<file path="config.mk">
export PLATFORM = sky130hd
export DESIGN_NAME = flo_rr_arbiter144
export DESIGN_NICKNAME = d
export VERILOG_FILES = /design/src/rtl/flo_rr_arbiter144.sv
export SDC_FILE = /design/constraint.sdc
export NUM_CORES = 1
export LEC_CHECK = 0
export ABC_AREA = 1
export ABC_CLOCK_PERIOD_IN_PS = 5250
export CORE_MARGIN = 5
export CORE_UTILIZATION = 55
export CTS_BUF_LIST = sky130_fd_sc_hd__clkbuf_8
export DETAILED_ROUTE_END_ITERATION = 8
export PLACE_DENSITY = 0.81
export REMOVE_ABC_BUFFERS = 1
export SLEW_MARGIN = 0
export SYNTH_ARGS = -nofsm -noshare
export SYNTH_HDL_FRONTEND = slang
export SYNTH_SLANG_ARGS = --single-unit
</file>
<file path="constraint.sdc">
create_clock -name clk -period 5.25 [get_ports clk]
set_input_delay 1.05 -clock clk [delete_from_list [all_inputs] [get_ports clk]]
set_output_delay 1.05 -clock clk [all_outputs]
set_load 0.05 [all_outputs]
</file>
<file path="src/rtl/flo_rr_arbiter144.sv">
// flo_rr_arbiter144
//   Round-robin arbiter for 144 request lines. A snapshot of the request
//   vector is scanned by one shared 48-bit find-last-one, one slice per
//   cycle, from slice 2 down to slice 0.
//   pass0 only sees requesters below the last accepted grant. pass1 sees
//   the whole snapshot, which wraps the search back to the top.
//
// Ports
//   clk      in   system clock, all state on the rising edge
//   rst      in   synchronous active-high reset
//   req      in   [143:0] request lines, bit n = requester n
//   gnt_ack  in   consumer accepts the current grant
//   gnt_v    out  grant valid
//   gnt_idx  out  [7:0] granted index 0..143, 8'd255 when there is no grant
//   busy     out  high while scanning or granting
module flo_rr_arbiter144 (
  input  logic         clk,
  input  logic         rst,
  input  logic [143:0] req,
  input  logic         gnt_ack,
  output logic         gnt_v,
  output logic [7:0]   gnt_idx,
  output logic         busy
);

  typedef enum logic [1:0] {ST_IDLE, ST_SCAN, ST_GRANT} state_t;

  state_t       state_q, state_d;
  logic [143:0] rq_q, rq_d;
  logic [7:0]   lg_q, lg_d;
  logic [1:0]   s_q, s_d;
  logic         pass_q, pass_d;
  logic         gnt_v_q, gnt_v_d;
  logic [7:0]   gnt_idx_q, gnt_idx_d;

  // Rotation mask: only indices strictly below the last accepted grant.
  // When lg is 255 ("none"), every index 0..143 passes.
  logic [143:0] mask;
  for (genvar gi = 0; gi < 144; gi++) begin : g_mask
    assign mask[gi] = (lg_q > 8'(gi));
  end

  logic [143:0] search;
  assign search = pass_q ? rq_q : (rq_q & mask);

  // Current 48-bit slice and the index of its lowest bit.
  logic [47:0] slice;
  logic [7:0]  slice_base;
  always_comb begin
    slice      = search[47:0];
    slice_base = 8'd0;
    case (s_q)
      2'd2: begin
        slice      = search[143:96];
        slice_base = 8'd96;
      end
      2'd1: begin
        slice      = search[95:48];
        slice_base = 8'd48;
      end
      default: begin
        slice      = search[47:0];
        slice_base = 8'd0;
      end
    endcase
  end

  // Shared find-last-one: the highest set bit wins because the loop
  // overwrites earlier (lower) hits.
  logic       f_hit;
  logic [5:0] f_idx;
  always_comb begin
    f_hit = 1'b0;
    f_idx = 6'd0;
    for (int i = 0; i < 48; i++) begin
      if (slice[i]) begin
        f_hit = 1'b1;
        f_idx = 6'(i);
      end
    end
  end

  logic [7:0] hit_idx;
  assign hit_idx = slice_base + {2'b00, f_idx};

  always_comb begin
    state_d   = state_q;
    rq_d      = rq_q;
    lg_d      = lg_q;
    s_d       = s_q;
    pass_d    = pass_q;
    gnt_v_d   = gnt_v_q;
    gnt_idx_d = gnt_idx_q;
    case (state_q)
      ST_IDLE: begin
        if (req != '0) begin
          rq_d    = req;
          pass_d  = 1'b0;
          s_d     = 2'd2;
          state_d = ST_SCAN;
        end
      end
      ST_SCAN: begin
        if (f_hit) begin
          gnt_idx_d = hit_idx;
          gnt_v_d   = 1'b1;
          state_d   = ST_GRANT;
        end else if (s_q != 2'd0) begin
          s_d = s_q - 2'd1;
        end else if (!pass_q) begin
          // pass0 exhausted: retry the whole snapshot from the top.
          pass_d = 1'b1;
          s_d    = 2'd2;
        end
      end
      ST_GRANT: begin
        if (gnt_ack) begin
          lg_d      = gnt_idx_q;
          gnt_v_d   = 1'b0;
          gnt_idx_d = 8'd255;
          state_d   = ST_IDLE;
        end else if (!req[gnt_idx_q]) begin
          // Requester withdrew before acceptance: drop without recording.
          gnt_v_d   = 1'b0;
          gnt_idx_d = 8'd255;
          state_d   = ST_IDLE;
        end
      end
      default: state_d = ST_IDLE;
    endcase
  end

  always_ff @(posedge clk) begin
    if (rst) begin
      state_q   <= ST_IDLE;
      rq_q      <= '0;
      lg_q      <= 8'd255;
      s_q       <= 2'd2;
      pass_q    <= 1'b0;
      gnt_v_q   <= 1'b0;
      gnt_idx_q <= 8'd255;
    end else begin
      state_q   <= state_d;
      rq_q      <= rq_d;
      lg_q      <= lg_d;
      s_q       <= s_d;
      pass_q    <= pass_d;
      gnt_v_q   <= gnt_v_d;
      gnt_idx_q <= gnt_idx_d;
    end
  end

  assign gnt_v   = gnt_v_q;
  assign gnt_idx = gnt_idx_q;
  assign busy    = (state_q != ST_IDLE);

endmodule

</file>
After elaboration in Yosys (flattened, before gate mapping)
Cells that the tools add are included.

Eq/ne operators: 10. $lt $le $gt $ge: 145. Bitwise operators: 1. Add/subtract/negate cells: 2. Mux-type cells: 122. Reduce and logical (&&, ||, !) cells: 12.

Operator list (number): 8-bit by 7-bit greater-than comparator with 1-bit output, second input constant (64); 6-bit 2-to-1 mux (46); 8-bit by 6-bit greater-than comparator with 1-bit output, second input constant (32); 144-bit bitwise AND (1); 144-bit 2-to-1 mux (1); 144-bit nonzero test (1); 8-bit by 5-bit greater-than comparator with 1-bit output, second input constant (16); 8-bit greater-than comparator, second input constant (16); 48-bit one-hot mux with 2 select lines (1); 8-bit by 4-bit greater-than comparator with 1-bit output, second input constant (8); 1-bit 2-to-1 mux (56); 8-bit by 3-bit greater-than comparator with 1-bit output, second input constant (4); 8-bit 2-to-1 mux (3); 8-bit by 1-bit greater-than comparator with 1-bit output, second input constant (2); 8-bit by 2-bit greater-than comparator with 1-bit output, second input constant (2); 2-bit 2-to-1 mux (8); 8-bit one-hot mux with 2 select lines (1); 7-bit one-hot mux with 2 select lines (1); 8-bit by 9-bit < comparator with 1-bit output, second input constant (1); 8-bit by 6-bit adder with 8-bit output (1); 1-bit binary-select mux with 8-bit select (1); 2-bit inequality test, second input constant (4); 4-bit AND reduction (2); 2-bit nonzero test (4); other kinds (10) (16).

Word-level logic and storage cells: 299. Output and inout bits: 10. Flip-flop bits (word level): 166.

Longest topological paths before layout
Word-level depth: 54. Gate-level depth with buffers: 57. Mapped depth without buffers: 57.

Worst setup path before layout
OpenSTA, ideal clock, no wires.

Kind: register -> register. From: reg s_q[0]. To: reg gnt_idx_q[5], in the netlist gnt_idx[5]. Data arrival time: 3495 ps. Library setup time: 120 ps. Path slack: 1635 ps. Stages on the path, launching flop included: 20. Path buffers: 3. Cell sequence: dfxtp_1 -> inv_1 -> ha_1 -> inv_1 -> buf_4 -> buf_2 -> clkbuf_1 -> a21oi_1 -> a31oi_1 -> nand2_1 -> nor2_1 -> nand3_1 -> nor4_1 -> inv_1 -> nor2_1 -> ha_1 -> inv_1 -> fa_1 -> a21oi_1 -> a211o_1.

Cells in the longest elaborated chain, start to end: 52. Elaborated cells on any way between the ends: 104. Classes of those cells: add/sub (1); eq/ne (3); mux (99); reduce/logical (1).

Ends and longest elaborated chain: start: declaration (RTL line 31) `logic [1:0] s_q, s_d;`; start signal: assignment (RTL line 138) `s_q <= 2'd2;`; start signal: assignment (RTL line 146) `s_q <= s_d;`; 2-bit by 1-bit == test with 1-bit output or 2-bit == test (tied branches) (RTL line 52) `case (s_q)`; 48-bit one-hot mux with 2 select lines (RTL line 52); 1-bit 2-to-1 mux (RTL line 76) `if (slice[i]) begin`; 6-bit 2-to-1 mux or 1-bit 2-to-1 mux (tied branches) (46 in series) (RTL line 76); 8-bit by 6-bit adder with 8-bit output or 1-bit 2-to-1 mux (tied branches) (RTL line 84, 76); 8-bit 2-to-1 mux or 2-bit inequality test (tied branches); 8-bit one-hot mux with 2 select lines or 3-bit AND reduction (tied branches); end signal: assignment (RTL line 149) `gnt_idx_q <= gnt_idx_d;`; end: declaration (RTL line 34) `logic [7:0] gnt_idx_q, gnt_idx_d;`.

Several ways; a longest one is shown, not always the timed one. The select of a mux whose other input is x is not followed. A chain may end at the register's enable or synchronous reset.

Final worst setup path
From: reg s_q[1]. To: reg gnt_idx_q[0], in the netlist gnt_idx[0].

Cells in the longest elaborated chain, start to end: 52. Elaborated cells on any way between the ends: 103. Classes of those cells: add/sub (1); eq/ne (3); mux (98); reduce/logical (1).

Ends and longest elaborated chain (RTL line): 2-bit by 1-bit == test with 1-bit output or 2-bit == test (tied branches) (52); 48-bit one-hot mux with 2 select lines * (52); 1-bit 2-to-1 mux (76); 6-bit 2-to-1 mux or 1-bit 2-to-1 mux (tied branches) (46 in series) (76); 8-bit by 6-bit adder with 8-bit output or 1-bit 2-to-1 mux (tied branches) (84, 76); 8-bit 2-to-1 mux or 2-bit inequality test (tied branches); 8-bit one-hot mux with 2 select lines or 3-bit AND reduction (tied branches).

Mark *: on every way between the ends. The rest lies on a longest branch, timed or not. The select of a mux whose other input is x is not followed.

==> out/results.ini <==
[run_status]
status=finished clean

[worst_setup_path]
cp_slowest_cell=ha_1
reg2reg_to=gnt_idx[0]
critical_path_class=register to register
cp_num_buf_inv=2
cp.depth=53
reg2reg_slack_ps=600
start_kind=register
slowest_delay_ps=570
crit_fanout=41
reg2reg_from=s_q[1]
cp.arrival_ps=5070
cp-endpoint=gnt_idx[0]
crit_start=s_q[1]
critPathRequiredTime_ps=5670
reg2regPathDepth=53
end_kind=register
cpMostUsedCell=nand2_1
crit_family=simple AND/OR/NAND/NOR gates

[routing]
routed_wirelength_um=47000
drt.antenna.violating_nets=0
dr.pass1.iters=6
drt_iter0_drc=2119
wl_per_cell_um=22.3
drc=0
vias_per_cell=6.44
vias=13600

[synth]
ys_seq_area_frac=0.305
synth_top_area_cell=dfxtp_1
synth-main-ff-cell=dfxtp_1
yosysMostFrequentCell=nor2_1
synth.area.top_cells=dfxtp_1 31%, o21ai_0 16%, nor2_1 14%, nand2_1 6.9%, nand3_1 3.6%
synth_top_area_share=0.305
postSynth.asyncResetShare=0
synthDistinctLibCells=47
synth_area_um2=10900
ys_seq_elements=166
synthTopCellsByCount=411 x nor2_1, 339 x o21ai_0, 200 x nand2_1
synth_edf_count=0
avgSynthCellArea_um2=6.27
yosysWarnings=0
netlist_instances=1736

[clock_tree]
post_cts_buffers=0
cts.clk_slew.worst_paths_ps=100
cts_buffers=17
cts_tree=built
cts_root_buf=clkbuf_8
cts_hold_buf=0
clock_sinks=166
cts.path.max_buffers=2
cts_max_level=4
clk_latency_ps=490

[timing]
period_share=0.885
setup_violations=0
timing.fmax_ghz=0.215
rsz0062_at_grt=false
relSlewSlack=0.282
maxSlewViolCount=0
fin_tns_setup_ps=0
skew_ps=22.4
tightest_slew_ps=1070
hold_viol_final=0
final.min_clock_period_ps=4650

[power_and_ir_drop]
powerDensity_nw_per_um2=337
power.leakage_nw=5.15
peakVddDrop_mv=0.312

[place]
io_buffers=156
hpwl_um=33500
gp_congestion=1.07

[die]
die_width_um=151
die_y_um=151
rows=51
coreArea_um2=19500
die_area_um2=22700
initial_core_util=0.559
ios=157

[finish]
postLayoutCoreUtil=0.666
multi_input_area_um2=6600
seqCellArea_um2=3320
area_growth_pct=19.0
drive_above_1_share=0.0634
final_nets=1987
nFillCells=1778
num_antenna_cells=0

[global_routing]
grt_antenna_before_repair=0
grt_use_total=0.401
overflow=0
grt_max_degree=140
grt_pass1_vias=12500
grt_pass1_wl_um=70000

[hold_path]
min_path_type=register to register

[run]
maxCapViolCount=0

-- metal layers --
layer,up-vias,track usage,routed length (um)
met5,-,0,0
met4,0,0.195,2650
met3,187,0.0843,5730
met2,978,0.617,20200
met1,6239,0.534,18400
li1,6176,-,-
-- worst min path at each step --
stage,startpoint,end,slack (ps),cells after the start
4_1_cts,gnt_v,gnt_v,470,2
6_report,gnt_v,gnt_v,470,2
2_1_floorplan,rq_q[39],rq_q[39],430,2
3_3_place_gp,gnt_v,gnt_v,450,2
5_1_grt,gnt_v,gnt_v,500,2
3_5_place_dp,gnt_v,gnt_v,450,2
-- state kept, by name, summed over array words and instances (netlist names) --
register / cells
gnt_idx: 8
gnt_v: 1
pass_q: 1
s_q: 2
lg_q: 8
state_q: 2
rq_q: 144
-- cells in the final DEF (no fill, tap or decap), drive strengths merged, types with 3 or more instances in the layout --
cell type / netlist / routed
clkinvlp: 0 / 6
a211oi: 6 / 6
buf: 39 / 40
inv: 110 / 116
nand2: 210 / 210
o221ai: 31 / 31
ha: 7 / 7
nand3: 82 / 82
and2: 5 / 5
o21ai: 350 / 350
nor2: 427 / 427
a21boi: 6 / 6
nor3: 8 / 8
a31oi: 15 / 15
o211ai: 49 / 49
nor4: 41 / 41
o31ai: 3 / 3
clkbuf: 80 / 17
clkdlybuf4s50: 0 / 156
a21oi: 43 / 43
o22ai: 16 / 16
o2111ai: 8 / 8
dfxtp: 166 / 166
nand4: 19 / 19
-- worst min-delay path, delay by kind of cell, from the launching register on --
kind	cells	cell delay (ps)
simple gates	1	60
flops	1	320
compound gates	1	50
-- power by group --
part	switching (mW)	internal, mW
Combinational	1.25	0.602
Clock	0.543	0.425
Sequential	0.122	1.42
Total	1.92	2.44
-- timing repair --
item | 4_1_cts | 5_1_grt
gates resized for setup | 0 | 1
hold endpoints to repair | 0 | 0
endpoints found under the setup margin | 0 | 1
-- layout make-up --
type / count / area share
Clock buffer: 17 / 0.0181
Clock inverter: 14 / 0.0118
Inverter: 112 / 0.0326
Multi-Input combinational cell: 1339 / 0.510
Sequential cell: 166 / 0.257
Tap cell: 265 / 0.0256
Timing Repair Buffer: 196 / 0.146
-- per-stage QoR --
step | hold slack [ps] | setup WS (ps) | cell area (um^2) | power (mW) | cells
after floorplan | 427 | -4710 | 10300 | 2.60 | 1617
after global placement | 451 | 447 | 12600 | 3.31 | 2078
after detailed placement | 454 | 377 | 12600 | 3.33 | 2078
after CTS | 475 | 566 | 13000 | 4.28 | 2109
after global routing | 499 | 58.5 | 13000 | 4.55 | 2109
final | 470 | 602 | 13000 | 4.36 | 2109
-- cell families after synthesis --
logic type / Yosys count / synth area share
buffers and inverters: 231 / 0.0893
adder cells (fa/ha/maj): 8 / 0.00988
AND/OR/NAND/NOR: 792 / 0.311
AO/OA/AOI/OAI: 538 / 0.284
XOR/XNOR: 1 / 0.000805
flip-flops: 166 / 0.305
(Power assumes the default switching activity.)
